$ cat src/rtl/ctrl_pkg.sv
`default_nettype none
// +----------------------------------------------------------------------+
// | ctrl_pkg : shared types and encodings for the multicycle controller  |
// | Revision : 1.0                                                       |
// +----------------------------------------------------------------------+
package ctrl_pkg;

   typedef enum logic [2:0] {
      FETCH  = 3'd0,
      DECODE = 3'd1,
      EXEC   = 3'd2,
      MEM    = 3'd3,
      WB     = 3'd4,
      TRAP   = 3'd5
   } state_t;

   localparam logic [6:0] c_op_rtype  = 7'b0110011;
   localparam logic [6:0] c_op_ialu   = 7'b0010011;
   localparam logic [6:0] c_op_load   = 7'b0000011;
   localparam logic [6:0] c_op_store  = 7'b0100011;
   localparam logic [6:0] c_op_branch = 7'b1100011;
   localparam logic [6:0] c_op_jal    = 7'b1101111;

   localparam logic [1:0] c_regsel_alu = 2'b00;
   localparam logic [1:0] c_regsel_mem = 2'b01;
   localparam logic [1:0] c_regsel_pc4 = 2'b10;

   localparam logic [3:0] c_alu_add  = 4'b0000;
   localparam logic [3:0] c_alu_sub  = 4'b0001;
   localparam logic [3:0] c_alu_and  = 4'b0010;
   localparam logic [3:0] c_alu_or   = 4'b0011;
   localparam logic [3:0] c_alu_xor  = 4'b0100;
   localparam logic [3:0] c_alu_sll  = 4'b0101;
   localparam logic [3:0] c_alu_srl  = 4'b0110;
   localparam logic [3:0] c_alu_sra  = 4'b0111;
   localparam logic [3:0] c_alu_slt  = 4'b1000;
   localparam logic [3:0] c_alu_sltu = 4'b1001;

   // Opcode/funct3 combinations that are allowed to proceed past DECODE.
   function automatic logic decode_legal(input logic [6:0] op, input logic [2:0] f3);
      case (op)
         c_op_rtype, c_op_ialu, c_op_jal: return 1'b1;
         c_op_load, c_op_store:           return f3 == 3'b010;
         c_op_branch:                     return (f3 == 3'b000) || (f3 == 3'b001);
         default:                         return 1'b0;
      endcase
   endfunction

endpackage
`default_nettype wire

$ cat src/rtl/alu_dec.sv
`default_nettype none
// +----------------------------------------------------------------------+
// | alu_dec : funct3/funct7[5] to ALUControl decode for R and I types    |
// | Revision : 1.0                                                       |
// +----------------------------------------------------------------------+
module alu_dec
   import ctrl_pkg::*;
(
   input  logic [2:0] funct3,
   input  logic       funct7_5,
   input  logic       is_rtype,
   output logic [3:0] alu_ctrl
);

   always_comb begin
      alu_ctrl = c_alu_add;
      case (funct3)
         // funct7[5] only means SUB for register-register ops; ADDI ignores it.
         3'b000:  alu_ctrl = (is_rtype && funct7_5) ? c_alu_sub : c_alu_add;
         3'b001:  alu_ctrl = c_alu_sll;
         3'b010:  alu_ctrl = c_alu_slt;
         3'b011:  alu_ctrl = c_alu_sltu;
         3'b100:  alu_ctrl = c_alu_xor;
         3'b101:  alu_ctrl = funct7_5 ? c_alu_sra : c_alu_srl;
         3'b110:  alu_ctrl = c_alu_or;
         default: alu_ctrl = c_alu_and;
      endcase
   end

endmodule
`default_nettype wire

$ cat src/rtl/multicycle_ctrl.sv
`default_nettype none
// +----------------------------------------------------------------------+
// | multicycle_ctrl : FETCH/DECODE/EXEC/MEM/WB control FSM with trap     |
// | Revision : 1.0                                                       |
// +----------------------------------------------------------------------+
module multicycle_ctrl
   import ctrl_pkg::*;
#(
   parameter int MEM_TIMEOUT = 15,
   parameter int XLEN        = 32
) (
   input  logic            clk,
   input  logic            reset,
   input  logic [XLEN-1:0] instr,
   input  logic            mem_ready,
   input  logic            alu_zero,
   output logic            ir_we,
   output logic            pc_we,
   output logic            PCsel,
   output logic            we,
   output logic            mem_re,
   output logic            mem_we,
   output logic            rs2sel,
   output logic [1:0]      regsel,
   output logic [3:0]      ALUControl,
   output logic            illegal
);

   localparam int WAIT_W = $clog2(MEM_TIMEOUT + 1);

   state_t            state_q, state_d;
   logic [XLEN-1:0]   ir_q, ir_d;
   logic [WAIT_W-1:0] wait_q, wait_d;

   logic [6:0] opcode;
   logic [2:0] funct3;
   logic       waiting;
   logic       timeout;
   logic       br_taken;
   logic [3:0] dec_alu;
   logic       unused_ir;

   assign opcode    = ir_q[6:0];
   assign funct3    = ir_q[14:12];
   assign unused_ir = ^{ir_q[XLEN-1:31], ir_q[29:15], ir_q[11:7]};

   assign waiting  = ((state_q == FETCH) || (state_q == MEM)) && !mem_ready;
   assign timeout  = waiting && (wait_q == WAIT_W'(MEM_TIMEOUT - 1));
   assign br_taken = ((funct3 == 3'b000) && alu_zero) || ((funct3 == 3'b001) && !alu_zero);

   alu_dec u_alu_dec (
      .funct3   (funct3),
      .funct7_5 (ir_q[30]),
      .is_rtype (opcode == c_op_rtype),
      .alu_ctrl (dec_alu)
   );

   always_ff @(posedge clk or posedge reset) begin
      if (reset) begin
         state_q <= FETCH;
         ir_q    <= '0;
         wait_q  <= '0;
      end else begin
         state_q <= state_d;
         ir_q    <= ir_d;
         wait_q  <= wait_d;
      end
   end

   always_comb begin
      state_d = state_q;
      ir_d    = ir_q;
      wait_d  = '0;
      case (state_q)
         FETCH: begin
            if (mem_ready) begin
               ir_d    = instr;
               state_d = DECODE;
            end else if (timeout) begin
               state_d = TRAP;
            end
         end
         DECODE: state_d = decode_legal(opcode, funct3) ? EXEC : TRAP;
         EXEC: begin
            case (opcode)
               c_op_rtype, c_op_ialu:  state_d = WB;
               c_op_load, c_op_store:  state_d = MEM;
               c_op_branch, c_op_jal:  state_d = FETCH;
               default:                state_d = TRAP;
            endcase
         end
         MEM: begin
            if (mem_ready) begin
               state_d = (opcode == c_op_load) ? WB : FETCH;
            end else if (timeout) begin
               state_d = TRAP;
            end
         end
         WB:      state_d = FETCH;
         default: state_d = TRAP;
      endcase
      // Counter only advances while stalled in place; any exit clears it.
      if (waiting && !timeout) begin
         wait_d = wait_q + 1'b1;
      end
   end

   // ALU operand/op selects are only meaningful in EXEC; elsewhere they idle at ADD/readData2.
   always_comb begin
      ir_we      = 1'b0;
      pc_we      = 1'b0;
      PCsel      = 1'b0;
      we         = 1'b0;
      mem_re     = 1'b0;
      mem_we     = 1'b0;
      rs2sel     = 1'b0;
      regsel     = c_regsel_alu;
      ALUControl = c_alu_add;
      illegal    = 1'b0;
      if (!reset) begin
         case (state_q)
            FETCH: begin
               mem_re = !timeout;
               if (mem_ready) begin
                  ir_we = 1'b1;
                  pc_we = 1'b1;
               end
            end
            EXEC: begin
               case (opcode)
                  c_op_rtype: ALUControl = dec_alu;
                  c_op_ialu: begin
                     rs2sel     = 1'b1;
                     ALUControl = dec_alu;
                  end
                  c_op_load, c_op_store: rs2sel = 1'b1;
                  c_op_branch: begin
                     ALUControl = c_alu_sub;
                     pc_we      = br_taken;
                     PCsel      = br_taken;
                  end
                  c_op_jal: begin
                     we     = 1'b1;
                     regsel = c_regsel_pc4;
                     pc_we  = 1'b1;
                     PCsel  = 1'b1;
                  end
                  default: ;
               endcase
            end
            MEM: begin
               if (!timeout) begin
                  mem_re = (opcode == c_op_load);
                  mem_we = (opcode == c_op_store);
               end
            end
            WB: begin
               we     = 1'b1;
               regsel = (opcode == c_op_load) ? c_regsel_mem : c_regsel_alu;
            end
            TRAP:    illegal = 1'b1;
            default: ;
         endcase
      end
   end

endmodule
`default_nettype wire

$ cat config.mk
export PLATFORM = sky130hd
export DESIGN_NAME = multicycle_ctrl
export DESIGN_NICKNAME = d
export VERILOG_FILES = /design/src/rtl/ctrl_pkg.sv /design/src/rtl/alu_dec.sv /design/src/rtl/multicycle_ctrl.sv
export SDC_FILE = /design/constraint.sdc
export NUM_CORES = 1
export LEC_CHECK = 0
export CELL_PAD_IN_SITES_DETAIL_PLACEMENT = 1
export CELL_PAD_IN_SITES_GLOBAL_PLACEMENT = 2
export CORE_MARGIN = 3
export CORE_UTILIZATION = 24
export DETAILED_ROUTE_END_ITERATION = 16
export GPL_TIMING_DRIVEN = 0
export PLACE_DENSITY = 0.83
export SYNTH_ARGS = -nofsm -noshare
export SYNTH_HDL_FRONTEND = slang
export SYNTH_SLANG_ARGS = --single-unit
export TNS_END_PERCENT = 50
$ cat constraint.sdc
create_clock -name clk -period 2.1 [get_ports clk]
set_input_delay 0.42 -clock clk [delete_from_list [all_inputs] [get_ports clk]]
set_output_delay 0.42 -clock clk [all_outputs]
set_load 0.02 [all_outputs]
### Word level (Yosys, flattened, before mapping)

Cells that the tools add are included.

| storage, ports and cells | value |
|---|---|
| flip-flop bits (word level) | 38 |
| word-level logic and storage cells | 84 |
| output and inout port bits | 14 |
| input bits | 36 |

| operators by class | value |
|---|---|
| multiplexer cells | 42 |
| reduce and logical (&&, ||, !) cells | 20 |
| add/sub/neg operators | 1 |
| equality and inequality tests | 18 |

Operators with widths:

| operator | number |
|---|---|
| 4-bit case mux with 7 select lines | 1 |
| 1-bit 2-to-1 mux | 22 |
| 3-bit == test, second input constant | 5 |
| 3-bit 2-to-1 mux | 5 |
| 3-bit case mux with 5 select lines | 1 |
| 7-bit by 6-bit == test with 1-bit output, second input constant | 2 |
| 7-bit == test, second input constant | 2 |
| 3-bit by 2-bit == test with 1-bit output, second input constant | 4 |
| 4-bit 2-to-1 mux | 3 |
| 3-bit case mux with 3 select lines | 1 |
| 1-bit case mux with 2 select lines | 4 |
| 4-bit case mux with 2 select lines | 1 |
| 7-bit by 2-bit == test with 1-bit output, second input constant | 1 |
| 7-bit by 5-bit == test with 1-bit output, second input constant | 1 |
| 3-bit by 1-bit == test with 1-bit output, second input constant | 2 |
| 1-bit logical AND | 6 |
| 3-bit logical NOT | 2 |
| 2-bit OR reduction | 3 |
| 3-bit OR reduction | 2 |
| 4-bit by 1-bit adder with 4-bit output, second input constant | 1 |
| 4-bit == test, second input constant | 1 |
| 2-bit 2-to-1 mux | 2 |
| 2-bit case mux with 2 select lines | 1 |
| 1-bit logical NOT | 3 |
| 3 further kinds | 5 |

### Longest topological paths before layout

Gate-level depths: netlist of the first run.

| logic depth | value |
|---|---|
| depth in word-level cells | 7 |
| gate-level depth with buffers | 6 |

### Hierarchy

From an unflattened synthesis of the first run, not the netlist that was laid out.

| second synthesis, totals | value |
|---|---|
| cell total of the unflattened synthesis | 150 |
| area total of the unflattened synthesis | 1,199.9 um^2 |

Modules (own cells, without submodules):

| module | times used | seq. area each (um^2) | cells an instance | area each (um^2) |
|---|---|---|---|---|
| multicycle_ctrl | 1 | 450.4 | 141 | 1,137.3 |
| alu_dec | 1 | 0.0 | 9 | 62.6 |

### Worst setup path after synthesis of the first run

Ideal clock, no wire load.

| timing path | value |
|---|---|
| path kind | register -> output |
| start | register ir_q[2] |
| end | output ALUControl[3] |
| slack | -79 ps |
| data required time | 1,680 ps |
| stages on the path, launching flop included | 6 |
| buffers on the path | 1 |
| data arrival time | 1,759 ps |
| path through | dfrtp_1 or3_1 buf_6 nor3_4 nand3_2 nor3b_1 |

| between the ends | value |
|---|---|
| word-level cells in the longest chain between the ends | 5 |
| elaborated cells on any way between the ends | 7 |
| those cells by class | 3 x eq/ne; 3 x mux; 1 x reduce/logical |

Ends and longest elaborated chain:

| what | line | source |
|---|---|---|
| start: declaration | multicycle_ctrl.sv:32 | `logic [XLEN-1:0] ir_q, ir_d;` |
| start signal: assignment | multicycle_ctrl.sv:65 | `ir_q <= ir_d;` |
| 7-bit by 5-bit == test with 1-bit output or 7-bit by 6-bit == test with 1-bit output (tied branches) | multicycle_ctrl.sv:130 | `case (opcode)` |
| 2-bit OR reduction (no line) | n/a |  |
| 4-bit case mux with 2 select lines (*) | multicycle_ctrl.sv:130 |  |
| 4-bit 2-to-1 mux (*) | multicycle_ctrl.sv:121 | `case (state_q)` |
| 4-bit 2-to-1 mux (*) | multicycle_ctrl.sv:120 | `if (!reset) begin` |
| end: declaration | multicycle_ctrl.sv:25 | `output logic [3:0] ALUControl,` |

Every way passes the cells marked *; elsewhere a longest branch is shown, timed or not.

### Final worst setup path of the first run

| timing path | value |
|---|---|
| start | register ir_q[2] |
| end | output pc_we |

| between the ends | value |
|---|---|
| word-level cells in the longest chain between the ends | 4 |
| elaborated cells on any way between the ends | 5 |
| those cells by class | 2 x eq/ne; 3 x mux |

Ends and longest elaborated chain:

| what | line | source |
|---|---|---|
| 7-bit == test | multicycle_ctrl.sv:130 |  |
| 1-bit case mux with 2 select lines (*) | multicycle_ctrl.sv:130 |  |
| 1-bit case mux with 2 select lines (*) | multicycle_ctrl.sv:121 |  |
| 1-bit 2-to-1 mux (*) | multicycle_ctrl.sv:120 |  |
| end: declaration | multicycle_ctrl.sv:18 | `output logic pc_we,` |

Marks and branches as above.

==> results.json, run 1 <==
{
  "grt_use_met3_pct": 2.64,
  "cts-buffers-inserted": 3,
  "num-fill-cells": 585,
  "die_height_um": 78.2,
  "post-route-worst-setup-slack_ps": -251,
  "maxClockFrequency_mhz": 425,
  "ios": 50,
  "postCtsHoldBufs": 0,
  "drtAntennaViolNets": 0,
  "power.sequential.fraction_pct": 50.2,
  "critical_path_class": "register to output port",
  "fin_tns_setup_ps": -713,
  "die_area_mm2": 0.00612,
  "seqCellArea_um2": 457,
  "min_path_type": "input port to asynchronous set/reset pin",
  "drc": 0,
  "antenna_cells": 0,
  "synth.largest_area_cell": "sky130_fd_sc_hd__dfrtp_1",
  "grt_util_met2_pct": 22.9,
  "route.detailed.wl_per_inst_um": 15.3,
  "fin_nets": 220,
  "p_int_uw": 541,
  "seq_area_frac_synth_pct": 36.0,
  "die_width_um": 78.2,
  "multi_input_gate_area_um2": 823,
  "failed_checks": "negative setup slack",
  "timing.critical_path.required_ps": 1680,
  "vias_per_cell": 4.92,
  "postSynthNetCount": 174,
  "root_buffer": "sky130_fd_sc_hd__clkbuf_8",
  "static-leakage-power_nw": 0.760,
  "placement_rows": 25,
  "synth.avg_cell_area_um2": 9.21,
  "clock_share_of_power_pct": 43.2,
  "combinational_group_share_of_total_power_pct": 6.6,
  "reg2reg_depth": 7,
  "grt_pass1_vias": 1306,
  "netlist_top_cells_area": "sky130_fd_sc_hd__dfrtp_1 36%, sky130_fd_sc_hd__mux2_2 9.9%, sky130_fd_sc_hd__nor2_1 4.5%",
  "grt-busiest-layer": "met2",
  "r2r-end": "state_q[0]",
  "crit_arrival_ps": 1930,
  "synthesis.instances": 136,
  "synthesis.area_mm2": 0.00125,
  "buffer_ports.inserted": 28,
  "initial_antenna_violation_count": 0,
  "first_iter_violations": 27,
  "slew-limit-headroom_pct": 77.1,
  "final_common_cell": "sky130_fd_sc_hd__buf_4",
  "status": "finished, violations left",
  "timing.clock.skew_ps": 1.37,
  "ys.flop_type": "sky130_fd_sc_hd__dfrtp_1",
  "yosys_warnings": 0,
  "initial_core_util_pct": 25.7,
  "power_switching_share_pct": 21.7,
  "grt_util_all_layers_pct": 13.1,
  "setup_repair_after_global_routing_missed_its_margin": "true",
  "final-max-slew-violation-count": 0,
  "post-route-min-period_ps": 2350,
  "cts_tree": "built",
  "clk_path_buf_depth": 2,
  "cap_viol_max_count": 0,
  "crit_fanout": 4,
  "cts.reportedPaths.clkPinSlew_ps": 70,
  "first_pass_grt_wire_length_mm": 6.37,
  "postSynthRegisterBits": 18,
  "gp_routability_congestion": 0.822,
  "num_vias": 1220,
  "most-common-layout-cells": "24 x sky130_fd_sc_hd__buf_4, 14 x sky130_fd_sc_hd__nor2_1, 13 x sky130_fd_sc_hd__clkdlybuf4s50_1, 13 x sky130_fd_sc_hd__dfrtp_1, 12 x sky130_fd_sc_hd__nand2_1",
  "finalCritPeriodShare_pct": 112,
  "layout-drive-gt1-share_pct": 42.5,
  "flow.area_growth_from_synthesis_pct": 46.1,
  "timing.critical_path.to_type": "output port",
  "grt_start_max_net_pins": 19,
  "synth_enable_flop_cells": 0,
  "p_sw_uw": 149,
  "core_mm2": 0.00488,
  "clock_tree.htree_level_count": 1,
  "fraction_of_registers_with_async_set_or_reset_after_synthesis_pct": 100,
  "final_area_mm2": 0.00183,
  "setup_viol": 6,
  "hpwl_mm": 2.69,
  "totalWireLength_mm": 3.80,
  "numClockSinks": 18,
  "drt-pass1-iter-count": 4,
  "timing_worst_slew_pin_value_ps": 343,
  "placedInstanceArea_mm2": 0.00162,
  "final-hold-violation-count": 0,
  "area_share_of_the_largest_cell_type_after_synthesis_pct": 36.0,
  "worst_setup_slack_for_register_to_register_paths_ps": 310,
  "startpoint_of_the_lowest_slack_register_to_register_path": "ir_q[2]",
  "globalRoute.totalOverflow": 0,
  "max-vdd-ir-drop_v": 0.000231,
  "clkLatencyLatePin_ps": 260,
  "globalRouteMet1Util_pct": 16.5,
  "power.density_cell_area_mw_per_mm2": 377,
  "worst_setup_path_start_kind": "register",
  "synth_cell_types": 45
}
[registers in the layout, summed over array words and instances (netlist names)]
register,count
ir_q,11
wait_q,4
state_q,3
[synthesized netlist by cell type, drive strengths merged, types with 4 or more instances]
library cell,n
mux2,11
nor3,10
nand2,12
nand3,5
inv,4
o21ai,7
dfrtp,18
a211oi,4
or3,5
buf,4
a21oi,5
nor2,15
[worst max path at each step]
stage,end,startpoint,slack [ps]
after floorplan,ALUControl[2],ir_q[2],-40
after global placement,regsel[0],reset,-900
after detailed placement,regsel[0],reset,-960
after CTS,pc_we,ir_q[3],-220
after global routing,pc_we,ir_q[2],-370
final,pc_we,ir_q[2],-250
[layer usage]
metal | routed length (um) | vias up | part of all wire (%)
li1 | - | 585 | -
met1 | 1690 | 601 | 44
met2 | 1950 | 29 | 51
met3 | 127 | 5 | 3.3
met4 | 34 | 0 | 0.89
met5 | 0 | - | 0
[metrics by stage]
step | std cells | total power [mW] | hold WS (ps) | setup slack [ps] | util [%]
3_3_place_gp | 231 | 0.397 | 469 | -895 | 33.2
2_1_floorplan | 136 | 0.364 | 367 | -44.2 | -
5_1_grt | 248 | 0.721 | 539 | -367 | 37.5
6_report | 248 | 0.690 | 499 | -251 | 37.5
4_1_cts | 243 | 0.703 | 506 | -224 | 35.8
3_5_place_dp | 231 | 0.398 | 495 | -957 | 33.2
[area by class of cell]
type,instances,area share (%)
Buffer,5,2.33
Timing Repair Buffer,42,19.1
Sequential cell,18,25.0
Multi-Input combinational cell,108,45.0
Clock buffer,4,3.01
Tap cell,67,4.58
Inverter,4,1.03
[worst max-delay path: stages, from the launching register on]
cell and delay (ps):
sky130_fd_sc_hd__dfrtp_2 430, sky130_fd_sc_hd__or4_4 550, sky130_fd_sc_hd__o21ai_2 120, sky130_fd_sc_hd__nand4_1 140, sky130_fd_sc_hd__a211oi_2 250, sky130_fd_sc_hd__buf_4 170
[cell families after synthesis]
group,Yosys count,share of synthesized area [%]
AND/OR/NAND/NOR,66,30.1
AO/OA/AOI/OAI,24,13.2
flip-flops,18,36.0
multiplexers,12,10.7
buffers and inverters,10,5.29
XOR/XNOR,4,2.80
adder cells (fa/ha/maj),2,2.00
[power by group through the flow]
stage	clock, mW	sequential (mW)	combinational [mW]
after floorplan	0	0.353	0.0111
after global placement	0	0.353	0.0441
after detailed placement	0	0.353	0.0447
after CTS	0.311	0.346	0.0465
after global routing	0.325	0.346	0.0504
final	0.298	0.346	0.0458
[timing repair]
action	in CTS	in global routing
pin swaps	11	6
buffers inserted	8	6
resized for setup	80	14
setup endpoints to repair	14	12
No activity file was read; power rests on OpenSTA's default activity.
==> run 2: changes to the inputs <==
- CORE_MARGIN: 3 -> default
==> results.json, run 2 (synthesized netlist as in run 1, its figures left out) <==
{
  "status": "finished, violations left",
  "failed_checks": "negative setup slack",
  "largest_reg_flops": 11,
  "crit_fanout": 4,
  "crit_path_cell_trace": "or4_4, o21ai_2, nand4_1, a211oi_2, buf_4",
  "cts_tree": "built",
  "dpl_worst_slack_ps": -925,
  "cap_viol_max_count": 0,
  "grt_pass1_vias": 1253,
  "core_mm2": 0.00488,
  "vias_per_cell": 4.98,
  "holdPathStages": 1,
  "post-route-worst-setup-slack_ps": -230,
  "static-leakage-power_nw": 0.774,
  "route.detailed.wl_per_inst_um": 15.1,
  "min_path_type": "register to register",
  "antenna_cells": 0,
  "clk_path_buf_depth": 2,
  "maxClockFrequency_mhz": 429,
  "die_height_um": 74.2,
  "placedInstanceArea_mm2": 0.00162,
  "first_pass_grt_wire_length_mm": 5.84,
  "timing.critical_path.slowest_cell_delay_ps": 550,
  "finalCritPeriodShare_pct": 111,
  "initial_core_util_pct": 25.7,
  "slew-limit-headroom_pct": 75.3,
  "timing_worst_slew_pin_value_ps": 370,
  "buffer_ports.inserted": 28,
  "drtAntennaViolNets": 0,
  "holdPathEnd": "wait_q[0]",
  "flow.area_growth_from_synthesis_pct": 48.3,
  "grt_start_max_net_pins": 19,
  "first_iter_violations": 44,
  "num-fill-cells": 575,
  "drc": 0,
  "crit_arrival_ps": 1910,
  "power.density_cell_area_mw_per_mm2": 368,
  "cts-buffers-inserted": 3,
  "final_area_mm2": 0.00186,
  "register_with_the_most_flip_flops": "ir_q",
  "totalWireLength_mm": 3.77,
  "r2r-end": "state_q[0]",
  "hpwl_mm": 2.63,
  "ios": 50,
  "num_vias": 1240,
  "grt_util_all_layers_pct": 13.8,
  "slowest_stage_cell_on_the_critical_path": "sky130_fd_sc_hd__or4_4",
  "timing.critical_path.required_ps": 1680,
  "cts.reportedPaths.clkPinSlew_ps": 70,
  "timing.critical_path.to_type": "output port",
  "layout-drive-gt1-share_pct": 47.3,
  "final-max-slew-violation-count": 0,
  "gp_routability_congestion": 0.842,
  "setup_repair_after_global_routing_missed_its_margin": "true",
  "post-route-min-period_ps": 2330,
  "worst_setup_slack_for_register_to_register_paths_ps": 320,
  "timing.hold.worst.start": "wait_q[0]",
  "most-common-layout-cells": "25 x sky130_fd_sc_hd__buf_4, 14 x sky130_fd_sc_hd__nor2_1, 13 x sky130_fd_sc_hd__clkdlybuf4s50_1",
  "biggestRegsByFlops": "ir_q: 11 flops, wait_q: 4 flops, state_q: 3 flops",
  "numClockSinks": 18,
  "fin_nets": 221,
  "critical_path_class": "register to output port",
  "fin_tns_setup_ps": -745,
  "die_area_mm2": 0.00551,
  "max-vdd-ir-drop_v": 0.000185,
  "timing.clock.skew_ps": 1.57,
  "clock_tree.htree_level_count": 1,
  "setup_viol": 7,
  "root_buffer": "sky130_fd_sc_hd__clkbuf_8",
  "die_width_um": 74.2,
  "final-hold-violation-count": 0,
  "clkLatencyLatePin_ps": 260,
  "drt-pass1-iter-count": 4,
  "worst_setup_path_start_kind": "register",
  "reg2reg_depth": 7,
  "globalRoute.totalOverflow": 0,
  "final_common_cell": "sky130_fd_sc_hd__buf_4",
  "initial_antenna_violation_count": 0,
  "startpoint_of_the_lowest_slack_register_to_register_path": "ir_q[3]",
  "placement_rows": 25
}
## run 2: power by group
part           internal [mW]  switching, mW  total, mW
Clock                  0.167          0.124      0.291
Sequential             0.346              0      0.346
Combinational         0.0273         0.0187     0.0460
## run 2: per-layer routing
metal / GRT usage, % / share of wire, % / vias to the layer above / wire (um)
met5: 0 / 0 / - / 0
met4: 3.14 / 2.1 / 0 / 80
met3: 2.57 / 5.1 / 11 / 192
met2: 24.8 / 51 / 36 / 1920
met1: 17.1 / 42 / 607 / 1570
li1: - / - / 586 / -
## run 2: worst max-delay path by stage
stage	slack, ps	start	endpoint
after floorplan	-40	ir_q[2]	ALUControl[2]
after global placement	-880	reset	regsel[0]
after detailed placement	-920	reset	regsel[0]
after CTS	-260	ir_q[3]	pc_we
after global routing	-340	ir_q[14]	pc_we
final	-230	ir_q[3]	pc_we
## run 2: worst max-delay path, delay by kind of cell (launching register included)
family / cells / cell delay [ps]
simple gates: 2 / 710
flops: 1 / 430
buf+inv: 1 / 170
compound gates: 2 / 350
## run 2: per-stage QoR
step           instances  hold WS (ps)  utilization (%)  power [mW]
6_report             249           511             38.1       0.683
5_1_grt              249           545             38.1       0.706
4_1_cts              243           508             35.5       0.688
3_5_place_dp         231           491             33.2       0.398
3_3_place_gp         231           465             33.2       0.397
2_1_floorplan        136           367                -       0.364
## run 2: layout make-up
cell class                 instances  area, um^2  area share (%)
sequential                        18         464            25.0
tap                               67        83.8            4.51
timing repair buffer              43         350            18.9
inverter                           4        18.8            1.01
clock buffer                       4        55.1            2.96
multi-input combinational        108         842            45.4
buffer                             5        42.5            2.29
## run 2: repair_timing
item | CTS | global route
setup endpoints to repair | 14 | 12
hold buffers | 0 | 0
gates resized for setup | 75 | 27
pin swaps | 11 | 8
buffers inserted | 8 | 7
